File: config.mk
export PLATFORM = sky130hd
export DESIGN_NAME = riscv_mem_arbiter_flat
export DESIGN_NICKNAME = d
export VERILOG_FILES = /design/src/rtl/riscv_pkg.sv /design/src/rtl/riscv_mem_arbiter_if.sv /design/src/rtl/riscv_mem_arbiter_port.sv /design/src/rtl/riscv_mem_arbiter.sv /design/src/flat_wrapper.sv
export SDC_FILE = /design/constraint.sdc
export NUM_CORES = 1
export LEC_CHECK = 0
export CORE_UTILIZATION = 41
export CTS_CLUSTER_DIAMETER = 80
export CTS_CLUSTER_SIZE = 8
export DETAILED_ROUTE_END_ITERATION = 10
export GPL_TIMING_DRIVEN = 0
export HOLD_SLACK_MARGIN = 0.03
export PLACE_DENSITY = 0.78
export RECOVER_POWER = 100
export SETUP_SLACK_MARGIN = 0.4
export SYNTH_ARGS = -nofsm -noshare
export SYNTH_HDL_FRONTEND = slang
export SYNTH_SLANG_ARGS = --single-unit
File: constraint.sdc
create_clock -name clk -period 6.06 [get_ports clk]
set_input_delay 0.606 -clock clk [delete_from_list [all_inputs] [get_ports clk]]
set_output_delay 0.606 -clock clk [all_outputs]
set_load 0.1 [all_outputs]
File: src/rtl/riscv_pkg.sv
// Shared types for the instruction/data memory arbiter.
package riscv_pkg;

    // Which requester currently owns the downstream port
    typedef enum logic [1:0] {
        ARB_NONE = 2'd0,
        ARB_IF   = 2'd1,
        ARB_D    = 2'd2
    } owner_e;

    // Arbiter state: IDLE has nothing outstanding, BUSY waits for mem_ack
    typedef enum logic {
        ST_IDLE = 1'b0,
        ST_BUSY = 1'b1
    } arb_state_e;

    // Default number of back-to-back D grants tolerated while I waits
    localparam int STARVE_MAX_DEF = 4;

endpackage

File: src/rtl/riscv_mem_arbiter_if.sv
// Bundle of fetch, load/store and downstream memory signals around the arbiter.
interface riscv_mem_arbiter_if #(
    parameter int XLEN = 32
);
    logic              if_req;
    logic [XLEN-1:0]   if_adr;
    logic              if_ack;
    logic [XLEN-1:0]   if_q;
    logic              if_err;

    logic              d_req;
    logic [XLEN-1:0]   d_adr;
    logic [XLEN-1:0]   d_d;
    logic              d_we;
    logic [XLEN/8-1:0] d_be;
    logic              d_ack;
    logic [XLEN-1:0]   d_q;
    logic              d_misaligned;
    logic              d_page_fault;

    logic              mem_req;
    logic [XLEN-1:0]   mem_adr;
    logic [XLEN-1:0]   mem_d;
    logic              mem_we;
    logic [XLEN/8-1:0] mem_be;
    logic              mem_ack;
    logic [XLEN-1:0]   mem_q;
    logic              mem_misaligned;
    logic              mem_page_fault;

    logic              proto_err;

    // Arbiter view
    modport slave (
        input  if_req, if_adr,
        input  d_req, d_adr, d_d, d_we, d_be,
        input  mem_ack, mem_q, mem_misaligned, mem_page_fault,
        output if_ack, if_q, if_err,
        output d_ack, d_q, d_misaligned, d_page_fault,
        output mem_req, mem_adr, mem_d, mem_we, mem_be,
        output proto_err
    );

    // Environment view: requesters plus the memory
    modport master (
        output if_req, if_adr,
        output d_req, d_adr, d_d, d_we, d_be,
        output mem_ack, mem_q, mem_misaligned, mem_page_fault,
        input  if_ack, if_q, if_err,
        input  d_ack, d_q, d_misaligned, d_page_fault,
        input  mem_req, mem_adr, mem_d, mem_we, mem_be,
        input  proto_err
    );

endinterface

File: src/rtl/riscv_mem_arbiter_port.sv
// One requester slot: pending flag, latched request fields, protocol-error flag.
// The pending view and field outputs bypass the latch so a request can be
// granted in the very cycle it is pulsed.
module riscv_mem_arbiter_port #(
    parameter int XLEN = 32
) (
    input  logic              clk,
    input  logic              rst,
    input  logic              req_i,
    input  logic [XLEN-1:0]   adr_i,
    input  logic [XLEN-1:0]   d_i,
    input  logic              we_i,
    input  logic [XLEN/8-1:0] be_i,
    input  logic              clr_i,
    output logic              pend_o,
    output logic [XLEN-1:0]   adr_o,
    output logic [XLEN-1:0]   d_o,
    output logic              we_o,
    output logic [XLEN/8-1:0] be_o,
    output logic              proto_err_o
);

    logic              pend_q, pend_d;
    logic              err_q, err_d;
    logic              lat_en;
    logic [XLEN-1:0]   adr_q;
    logic [XLEN-1:0]   dat_q;
    logic              we_q;
    logic [XLEN/8-1:0] be_q;

    // Set wins over clear; a pulse on a slot still holding an ungranted request is dropped
    always_comb begin
        pend_d = pend_q ? (clr_i ? req_i : 1'b1) : (req_i & ~clr_i);
        err_d  = err_q | (req_i & pend_q & ~clr_i);
        lat_en = req_i & (~pend_q | clr_i);
    end

    // Control state
    always_ff @(posedge clk) begin
        if (rst) begin
            pend_q <= 1'b0;
            err_q  <= 1'b0;
        end else begin
            pend_q <= pend_d;
            err_q  <= err_d;
        end
    end

    // Request field latch
    always_ff @(posedge clk) begin
        if (lat_en) begin
            adr_q <= adr_i;
            dat_q <= d_i;
            we_q  <= we_i;
            be_q  <= be_i;
        end
    end

    assign pend_o      = pend_q | req_i;
    assign adr_o       = pend_q ? adr_q : adr_i;
    assign d_o         = pend_q ? dat_q : d_i;
    assign we_o        = pend_q ? we_q  : we_i;
    assign be_o        = pend_q ? be_q  : be_i;
    assign proto_err_o = err_q;

endmodule

File: src/rtl/riscv_mem_arbiter.sv
// Shares one memory port between instruction fetch (I) and load/store (D).
// D has priority; I is forced through after STARVE_MAX consecutive D grants.
module riscv_mem_arbiter
    import riscv_pkg::*;
#(
    parameter int XLEN       = 32,
    parameter int STARVE_MAX = STARVE_MAX_DEF
) (
    input logic              clk,
    input logic              rst,
    riscv_mem_arbiter_if.slave bus
);

    localparam int CW = $clog2(STARVE_MAX + 1);

    arb_state_e        state_q;
    owner_e            owner_q;
    logic [CW-1:0]     starve_q;
    logic              mem_req_q;
    logic [XLEN-1:0]   mem_adr_q;
    logic [XLEN-1:0]   mem_d_q;
    logic              mem_we_q;
    logic [XLEN/8-1:0] mem_be_q;

    logic              i_pend, d_pend;
    logic [XLEN-1:0]   i_adr, i_d, d_adr, d_d;
    logic              i_we, d_we;
    logic [XLEN/8-1:0] i_be, d_be;
    logic              i_perr, d_perr;
    logic              ack_busy, can_issue, grant_i, grant_d;

    riscv_mem_arbiter_port #(.XLEN(XLEN)) u_port_i (
        .clk        (clk),
        .rst        (rst),
        .req_i      (bus.if_req),
        .adr_i      (bus.if_adr),
        .d_i        ({XLEN{1'b0}}),
        .we_i       (1'b0),
        .be_i       ({(XLEN/8){1'b1}}),
        .clr_i      (grant_i),
        .pend_o     (i_pend),
        .adr_o      (i_adr),
        .d_o        (i_d),
        .we_o       (i_we),
        .be_o       (i_be),
        .proto_err_o(i_perr)
    );

    riscv_mem_arbiter_port #(.XLEN(XLEN)) u_port_d (
        .clk        (clk),
        .rst        (rst),
        .req_i      (bus.d_req),
        .adr_i      (bus.d_adr),
        .d_i        (bus.d_d),
        .we_i       (bus.d_we),
        .be_i       (bus.d_be),
        .clr_i      (grant_d),
        .pend_o     (d_pend),
        .adr_o      (d_adr),
        .d_o        (d_d),
        .we_o       (d_we),
        .be_o       (d_be),
        .proto_err_o(d_perr)
    );

    // Winner selection: issue from IDLE, or straight from BUSY on the ack cycle
    always_comb begin
        ack_busy  = (state_q == ST_BUSY) && bus.mem_ack;
        can_issue = (state_q == ST_IDLE) || ack_busy;
        grant_i   = 1'b0;
        grant_d   = 1'b0;
        if (can_issue) begin
            if (i_pend && (!d_pend || starve_q == CW'(STARVE_MAX))) begin
                grant_i = 1'b1;
            end else if (d_pend) begin
                grant_d = 1'b1;
            end
        end
    end

    // Arbiter FSM with registered downstream request and starvation counter
    always_ff @(posedge clk) begin
        if (rst) begin
            state_q   <= ST_IDLE;
            owner_q   <= ARB_NONE;
            starve_q  <= '0;
            mem_req_q <= 1'b0;
            mem_adr_q <= '0;
            mem_d_q   <= '0;
            mem_we_q  <= 1'b0;
            mem_be_q  <= '0;
        end else begin
            mem_req_q <= grant_i | grant_d;
            if (grant_i) begin
                state_q   <= ST_BUSY;
                owner_q   <= ARB_IF;
                mem_adr_q <= i_adr;
                mem_d_q   <= i_d;
                mem_we_q  <= i_we;
                mem_be_q  <= i_be;
            end else if (grant_d) begin
                state_q   <= ST_BUSY;
                owner_q   <= ARB_D;
                mem_adr_q <= d_adr;
                mem_d_q   <= d_d;
                mem_we_q  <= d_we;
                mem_be_q  <= d_be;
            end else if (ack_busy) begin
                state_q <= ST_IDLE;
                owner_q <= ARB_NONE;
            end

            if (grant_i || !i_pend) begin
                starve_q <= '0;
            end else if (grant_d && starve_q != CW'(STARVE_MAX)) begin
                starve_q <= starve_q + CW'(1);
            end
        end
    end

    assign bus.mem_req      = mem_req_q;
    assign bus.mem_adr      = mem_adr_q;
    assign bus.mem_d        = mem_d_q;
    assign bus.mem_we       = mem_we_q;
    assign bus.mem_be       = mem_be_q;

    assign bus.if_q         = bus.mem_q;
    assign bus.d_q          = bus.mem_q;
    assign bus.if_ack       = ack_busy && (owner_q == ARB_IF);
    assign bus.d_ack        = ack_busy && (owner_q == ARB_D);
    assign bus.if_err       = bus.if_ack & (bus.mem_misaligned | bus.mem_page_fault);
    assign bus.d_misaligned = bus.d_ack & bus.mem_misaligned;
    assign bus.d_page_fault = bus.d_ack & bus.mem_page_fault;
    assign bus.proto_err    = i_perr | d_perr;

endmodule
File: src/flat_wrapper.sv
// flat-port wrapper written by rule: the top's interface ports become plain ports
module riscv_mem_arbiter_flat import riscv_pkg::*;
#(
    parameter int XLEN       = 32,
    parameter int STARVE_MAX = STARVE_MAX_DEF
)
  (clk, rst, bus_if_req, bus_if_adr, bus_d_req, bus_d_adr, bus_d_d, bus_d_we, bus_d_be, bus_mem_ack, bus_mem_q, bus_mem_misaligned, bus_mem_page_fault, bus_if_ack, bus_if_q, bus_if_err, bus_d_ack, bus_d_q, bus_d_misaligned, bus_d_page_fault, bus_mem_req, bus_mem_adr, bus_mem_d, bus_mem_we, bus_mem_be, bus_proto_err);
  riscv_mem_arbiter_if #(.XLEN(XLEN)) bus_i ();
  input logic clk;
  input logic rst;
  input wire logic [$bits(bus_i.if_req)-1:0] bus_if_req;
  input wire logic [$bits(bus_i.if_adr)-1:0] bus_if_adr;
  input wire logic [$bits(bus_i.d_req)-1:0] bus_d_req;
  input wire logic [$bits(bus_i.d_adr)-1:0] bus_d_adr;
  input wire logic [$bits(bus_i.d_d)-1:0] bus_d_d;
  input wire logic [$bits(bus_i.d_we)-1:0] bus_d_we;
  input wire logic [$bits(bus_i.d_be)-1:0] bus_d_be;
  input wire logic [$bits(bus_i.mem_ack)-1:0] bus_mem_ack;
  input wire logic [$bits(bus_i.mem_q)-1:0] bus_mem_q;
  input wire logic [$bits(bus_i.mem_misaligned)-1:0] bus_mem_misaligned;
  input wire logic [$bits(bus_i.mem_page_fault)-1:0] bus_mem_page_fault;
  output wire logic [$bits(bus_i.if_ack)-1:0] bus_if_ack;
  output wire logic [$bits(bus_i.if_q)-1:0] bus_if_q;
  output wire logic [$bits(bus_i.if_err)-1:0] bus_if_err;
  output wire logic [$bits(bus_i.d_ack)-1:0] bus_d_ack;
  output wire logic [$bits(bus_i.d_q)-1:0] bus_d_q;
  output wire logic [$bits(bus_i.d_misaligned)-1:0] bus_d_misaligned;
  output wire logic [$bits(bus_i.d_page_fault)-1:0] bus_d_page_fault;
  output wire logic [$bits(bus_i.mem_req)-1:0] bus_mem_req;
  output wire logic [$bits(bus_i.mem_adr)-1:0] bus_mem_adr;
  output wire logic [$bits(bus_i.mem_d)-1:0] bus_mem_d;
  output wire logic [$bits(bus_i.mem_we)-1:0] bus_mem_we;
  output wire logic [$bits(bus_i.mem_be)-1:0] bus_mem_be;
  output wire logic [$bits(bus_i.proto_err)-1:0] bus_proto_err;
  assign bus_i.if_req = bus_if_req;
  assign bus_i.if_adr = bus_if_adr;
  assign bus_i.d_req = bus_d_req;
  assign bus_i.d_adr = bus_d_adr;
  assign bus_i.d_d = bus_d_d;
  assign bus_i.d_we = bus_d_we;
  assign bus_i.d_be = bus_d_be;
  assign bus_i.mem_ack = bus_mem_ack;
  assign bus_i.mem_q = bus_mem_q;
  assign bus_i.mem_misaligned = bus_mem_misaligned;
  assign bus_i.mem_page_fault = bus_mem_page_fault;
  assign bus_if_ack = bus_i.if_ack;
  assign bus_if_q = bus_i.if_q;
  assign bus_if_err = bus_i.if_err;
  assign bus_d_ack = bus_i.d_ack;
  assign bus_d_q = bus_i.d_q;
  assign bus_d_misaligned = bus_i.d_misaligned;
  assign bus_d_page_fault = bus_i.d_page_fault;
  assign bus_mem_req = bus_i.mem_req;
  assign bus_mem_adr = bus_i.mem_adr;
  assign bus_mem_d = bus_i.mem_d;
  assign bus_mem_we = bus_i.mem_we;
  assign bus_mem_be = bus_i.mem_be;
  assign bus_proto_err = bus_i.proto_err;
  riscv_mem_arbiter #(.XLEN(XLEN), .STARVE_MAX(STARVE_MAX)) u_core (.clk(clk), .rst(rst), .bus(bus_i));
endmodule
**Yosys cells after proc, flatten, opt, wreduce, memory -nomap -nowiden**

Cells that the tools add are included.

- Register bits: 181
- Input bits: 140

- Add/sub/neg operators: 1
- Eq/ne operators: 4
- Mux-type cells: 28
- Bitwise logic cells: 25
- Reduce and logical (&&, ||, !) cells: 15

Operators with widths:

| operator | count |
|---|---|
| $mux W32 | 7 |
| $mux W1 | 16 |
| $mux W4 | 3 |
| $and A1 B1 Y1 | 11 |
| $or A1 B1 Y1 | 9 |
| $logic_and A1 B1 Y1 | 5 |
| $not A1 Y1 | 5 |
| $mux W2 | 2 |
| $reduce_bool A2 Y1 | 2 |
| $reduce_or A2 Y1 | 2 |
| $add A3 B1 Y3 const B | 1 |
| $eq A3 B3 Y1 const B | 1 |
| $logic_or A1 B1 Y1 | 3 |
| $ne A3 B3 Y1 const B | 1 |
| $reduce_bool A3 Y1 | 1 |
| $eq A2 B1 Y1 const B | 1 |
| $eq A2 B2 Y1 const B | 1 |
| $logic_not A1 Y1 | 2 |

**Logic depth before layout (Yosys ltp)**

- Word-level depth: 9
- Depth in mapped cells: 8
- Depth with buffers taken out: 6

**Cells and area by module**

A second synthesis with hierarchy kept.

- Cells, all modules: 841
- Area total of the unflattened synthesis: 11,327.1 µm²

By module, submodules not included:

| module | times used | cells an instance | area each (µm²) | sequential area each (µm²) |
|---|---|---|---|---|
| riscv_mem_arbiter_port | 2 | 157 | 3,286.9 | 2,112.0 |
| riscv_mem_arbiter | 1 | 527 | 4,753.3 | 1,521.5 |

**Worst setup path before layout**

OpenSTA, ideal clock, no wires.

- Path kind: input port to flip-flop
- From: in bus_mem_ack
- To: reg u_core.u_port_d.adr_q[0], enable pin
- Setup time: 0.602 ns
- Arrival: 5.979 ns
- Slack: -0.521 ns
- Cell stages on the path: 3
- Path buffers: 0
- Cells stage by stage: nand2b_1 -> nand3_1 -> a21boi_0

- Word-level cells in the longest chain between the ends: 5

RTL lines:

| element | line | text |
|---|---|---|
| start: declaration | flat_wrapper.sv:18 | `input wire logic [$bits(bus_i.mem_ack)-1:0] bus_mem_ack;` |
| $logic_and A1 B1 Y1 | riscv_mem_arbiter.sv:68 | `ack_busy = (state_q == ST_BUSY) && bus.mem_ack;` |
| $logic_or A1 B1 Y1 | riscv_mem_arbiter.sv:69 | `can_issue = (state_q == ST_IDLE) \|\| ack_busy;` |
| $mux W1 | riscv_mem_arbiter.sv:72 | `if (can_issue) begin` |
| $or A1 B1 Y1 | riscv_mem_arbiter_port.sv:35 | `lat_en = req_i & (~pend_q \| clr_i);` |
| $and A1 B1 Y1 | riscv_mem_arbiter_port.sv:35 |  |
| net u_core.u_port_d.lat_en | riscv_mem_arbiter_port.sv:25 | `logic lat_en;` |
| end signal: assignment | riscv_mem_arbiter_port.sv:52 | `adr_q <= adr_i;` |
| end: declaration | riscv_mem_arbiter_port.sv:26 | `logic [XLEN-1:0] adr_q;` |

The timed path passes the listed nets, and every way through them passes these cells.
A chain may end at the register's enable or synchronous reset.

**Final worst setup path**

- From: in bus_d_req
- To: reg u_core.u_port_i.adr_q[10], enable pin

- Word-level cells in the longest chain between the ends: 8

RTL lines:

| element | line | text |
|---|---|---|
| start: declaration | flat_wrapper.sv:13 | `input wire logic [$bits(bus_i.d_req)-1:0] bus_d_req;` |
| $or A1 B1 Y1 | riscv_mem_arbiter_port.sv:59 | `assign pend_o = pend_q \| req_i;` |
| $logic_not A1 Y1 | riscv_mem_arbiter.sv:73 | `if (i_pend && (!d_pend \|\| starve_q == CW'(STARVE_MAX))) begin` |
| $logic_or A1 B1 Y1 | riscv_mem_arbiter.sv:73 |  |
| $logic_and A1 B1 Y1 | riscv_mem_arbiter.sv:73 |  |
| $mux W1 | riscv_mem_arbiter.sv:73 |  |
| $mux W1 | riscv_mem_arbiter.sv:72 |  |
| $or A1 B1 Y1 | riscv_mem_arbiter_port.sv:35 |  |
| $and A1 B1 Y1 | riscv_mem_arbiter_port.sv:35 |  |
| net u_core.u_port_i.lat_en | riscv_mem_arbiter_port.sv:25 |  |
| end signal: assignment | riscv_mem_arbiter_port.sv:52 |  |
| end: declaration | riscv_mem_arbiter_port.sv:26 |  |

The timed path passes the listed nets, and every way through them passes these cells.

==> results.ini <==
[cts]
cts_setup_buffers = 0
cts_buffers = 17
ctsHtreeMaxLevel = 4
ctsHoldBuffers = 0
cts.reportedPaths.clkPinSlew_ns = 0.06
cts_root_buf = clkbuf_16
cts_tree = built
ctsLongestPathBuffers = 2
cts.repair.resized = 0
clkLatencyLatePin_ns = 0.42
cts.sinks = 181

[timing]
clock_skew_ns = 0.00721
hold_violations = 0
finalSetupViolCount = 0
worstMarginPinSlew_ns = 2.72
fmax_mhz = 218
setup_tns_ns = 0
fin_ws_ns = 1.48
rsz0062_at_grt = no
slew_violations = 45
timing.final.crit_share_pct = 75.6
slew_headroom_pct = -82.9
fin_crit_ns = 4.58

[floorplanning]
core.rowCount = 49
die_x_um = 139
die_h_um = 139
pin_count = 280
dieArea_um2 = 19300
start_util_pct = 42.3
core-area_um2 = 18100

[setup_path]
rr_worst_depth = 6
required_ns = 6.10
cp_slowest_stage_delay_ns = 2.04
critPathTopFamily = compound AO/OA/AOI/OAI gates
cp_slowest_cell = a21boi_0
cp_max_fo = 17
cp.depth = 5
worstPathArrival_ns = 4.62
critPathCaptureType = flop
critPathKind = input port to flop
worst-path-buf-inv = 2
cp-start-kind = input port
crit_chain = dlygate4sd3_1 -> a2bb2oi_1 -> or2_2 -> a21boi_0 -> clkbuf_1

[power]
vdd.ir_drop.worst_mv = 0.189
p_per_area_nw_per_um2 = 314
power_leakage_uw = 0.00427

[detailed_routing]
drc = 50
wl_per_cell_um = 16.8
drtPass1Iterations = 8
dr.first_iter.drc_count = 290
ant_nets = 0
viasPerCell = 4.91
wl_um = 18400
via_count = 5404

[finish]
syn2layout_area_growth_pct = 43.9
drive_gt1_share_pct = 19.1
fill_cells = 1458
stdcell_count = 1100
finalNetCount = 994

[synthesis]
synth_area_per_cell_um2 = 13.2
synth_edf_count = 101
synth_area_leaders = edfxtp_1 (40%), dfxtp_1 (21%), mux2i_1 (8.7%)
postSynthCellCount = 582
ys_ff_latch = 181
syn_nets = 724
ys_types = 40
yosysWarnings = 0
yosys.area.top_type_share_pct = 39.5
synth.cell_area_um2 = 7670
yosysTopAreaCell = edfxtp_1
yosys_most_used_dff = edfxtp_1
ys_seq_area_share_pct = 60.4
async_reset_ff_share_pct = 0

[grt]
antenna_found_initial = 5
first_global_vias = 5557
grt_pass1_wl_um = 29400
grt_overflow = 0
gr-usage-all-layers_pct = 19.6
grt_max_degree = 27

[worst_hold_path]
hold_depth = 2
hold_path_class = flop to flop

[place]
dp_hpwl_um = 13500
place.gp.congestion = 0.761
port_buffers = 247
dp.cells = 1062
dpl_worst_slack_ns = 2.58

[status]
status = finished with violations
violations = DRC, capacitance limit, slew limit

[run]
cap_violations = 3

-- Yosys cell counts (all sizes together) (3+ instances only) --
cell,instances
clkbuf,14
edfxtp,101
nor3,3
nand2,11
a211oi,34
dfxtp,80
a31oi,6
buf,86
a221o,32
nand2b,5
o211ai,5
and2,4
a21oi,4
nor2,73
or2,3
mux2i,67
mux2,32
inv,3
-- path summary, 6_finish.rpt --
kind | start | end | slack [ns]
setup / recovery | bus_d_req | u_core.u_port_i.adr_q[10] | 1.48
hold reg to reg | u_core.u_port_i.proto_err_o | u_core.u_port_i.proto_err_o | 0.47
setup reg to reg | u_core.starve_q[0] | u_core.u_port_i.adr_q[10] | 1.79
hold / removal | u_core.u_port_i.proto_err_o | u_core.u_port_i.proto_err_o | 0.47
-- power by group --
group / internal [uW] / switching, uW / total [uW]
Clock: 680 / 444 / 1120
Sequential: 1390 / 35.5 / 1430
Combinational: 244 / 672 / 916
Total: 2320 / 1150 / 3470
-- stage by stage --
stage	utilization, %	cell area, um2	hold slack [ns]	total power, uW
after floorplan	-	7670	0.429	2150
after global placement	57.5	10400	0.459	2410
after detailed placement	58.1	10600	0.457	2430
after CTS	61.5	11200	0.472	3550
after global routing	60.8	11000	0.493	3590
final	60.9	11000	0.467	3470
-- cell families after synthesis --
family                     after synthesis  share of synthesized area (%)
DFF                                    181                           60.4
muxes                                   99                           13.4
xor gates and xnor gates                 2                          0.228
and+or+nand+nor                        106                           6.78
AOI/OAI and AO/OA                       88                           9.55
adders and majority gates                3                          0.456
buffers and inverters                  103                           9.16
-- sequential cells by signal, indices dropped and copies added, names as in the netlist, 2 cells and up --
name	flops
u_core.bus.mem_adr	32
u_core.bus.mem_d	32
u_core.u_port_d.adr_q	32
u_core.u_port_d.dat_q	32
u_core.u_port_i.adr_q	32
u_core.bus.mem_be	4
u_core.u_port_d.be_q	4
u_core.starve_q	3
u_core.owner_q	2
-- layer usage --
| metal | vias up | global-route usage [%] | part of all wire, % |
|---|---|---|---|
| met1 | 2534 | 24.2 | 42 |
| met3 | 20 | 5.35 | 7.3 |
| met4 | 0 | 7.72 | 1.6 |
| met5 | - | 0 | 0 |
| met2 | 211 | 32.5 | 49 |
| li1 | 2639 | - | - |
-- cell type report --
| type | instances | area, um2 | share of cell area [%] |
|---|---|---|---|
| Antenna cell | 6 | 15.0 | 0.136 |
| Buffer | 100 | 688 | 6.23 |
| Clock buffer | 23 | 478 | 4.33 |
| Clock inverter | 9 | 126 | 1.14 |
| Inverter | 3 | 11.3 | 0.102 |
| Multi-Input combinational cell | 298 | 2320 | 21.0 |
| Sequential cell | 181 | 4630 | 42.0 |
| Tap cell | 229 | 287 | 2.59 |
| Timing Repair Buffer | 251 | 2490 | 22.5 |
-- layout by cell type, fill, tap and decap left out, types with 7 or more instances in the layout --
cell type,count
dfxtp_1,80
mux2_2,32
buf_6,8
nand2_1,10
clkbuf_16,17
buf_4,65
mux2i_1,67
buf_2,7
clkbuf_1,26
dlygate4sd3_1,244
edfxtp_1,101
a221o_1,32
nor2_2,20
a211oi_1,34
nor2_1,53
-- worst register-to-register path: cells and delay by family, from the launching register on --
family	cells	cell delay, ns
flops	1	0.33
compound gates	2	2.15
buf+inv	2	0.90
simple gates	1	0.33
fa+ha+maj	1	0.18
No activity file was read; power rests on OpenSTA's default activity.
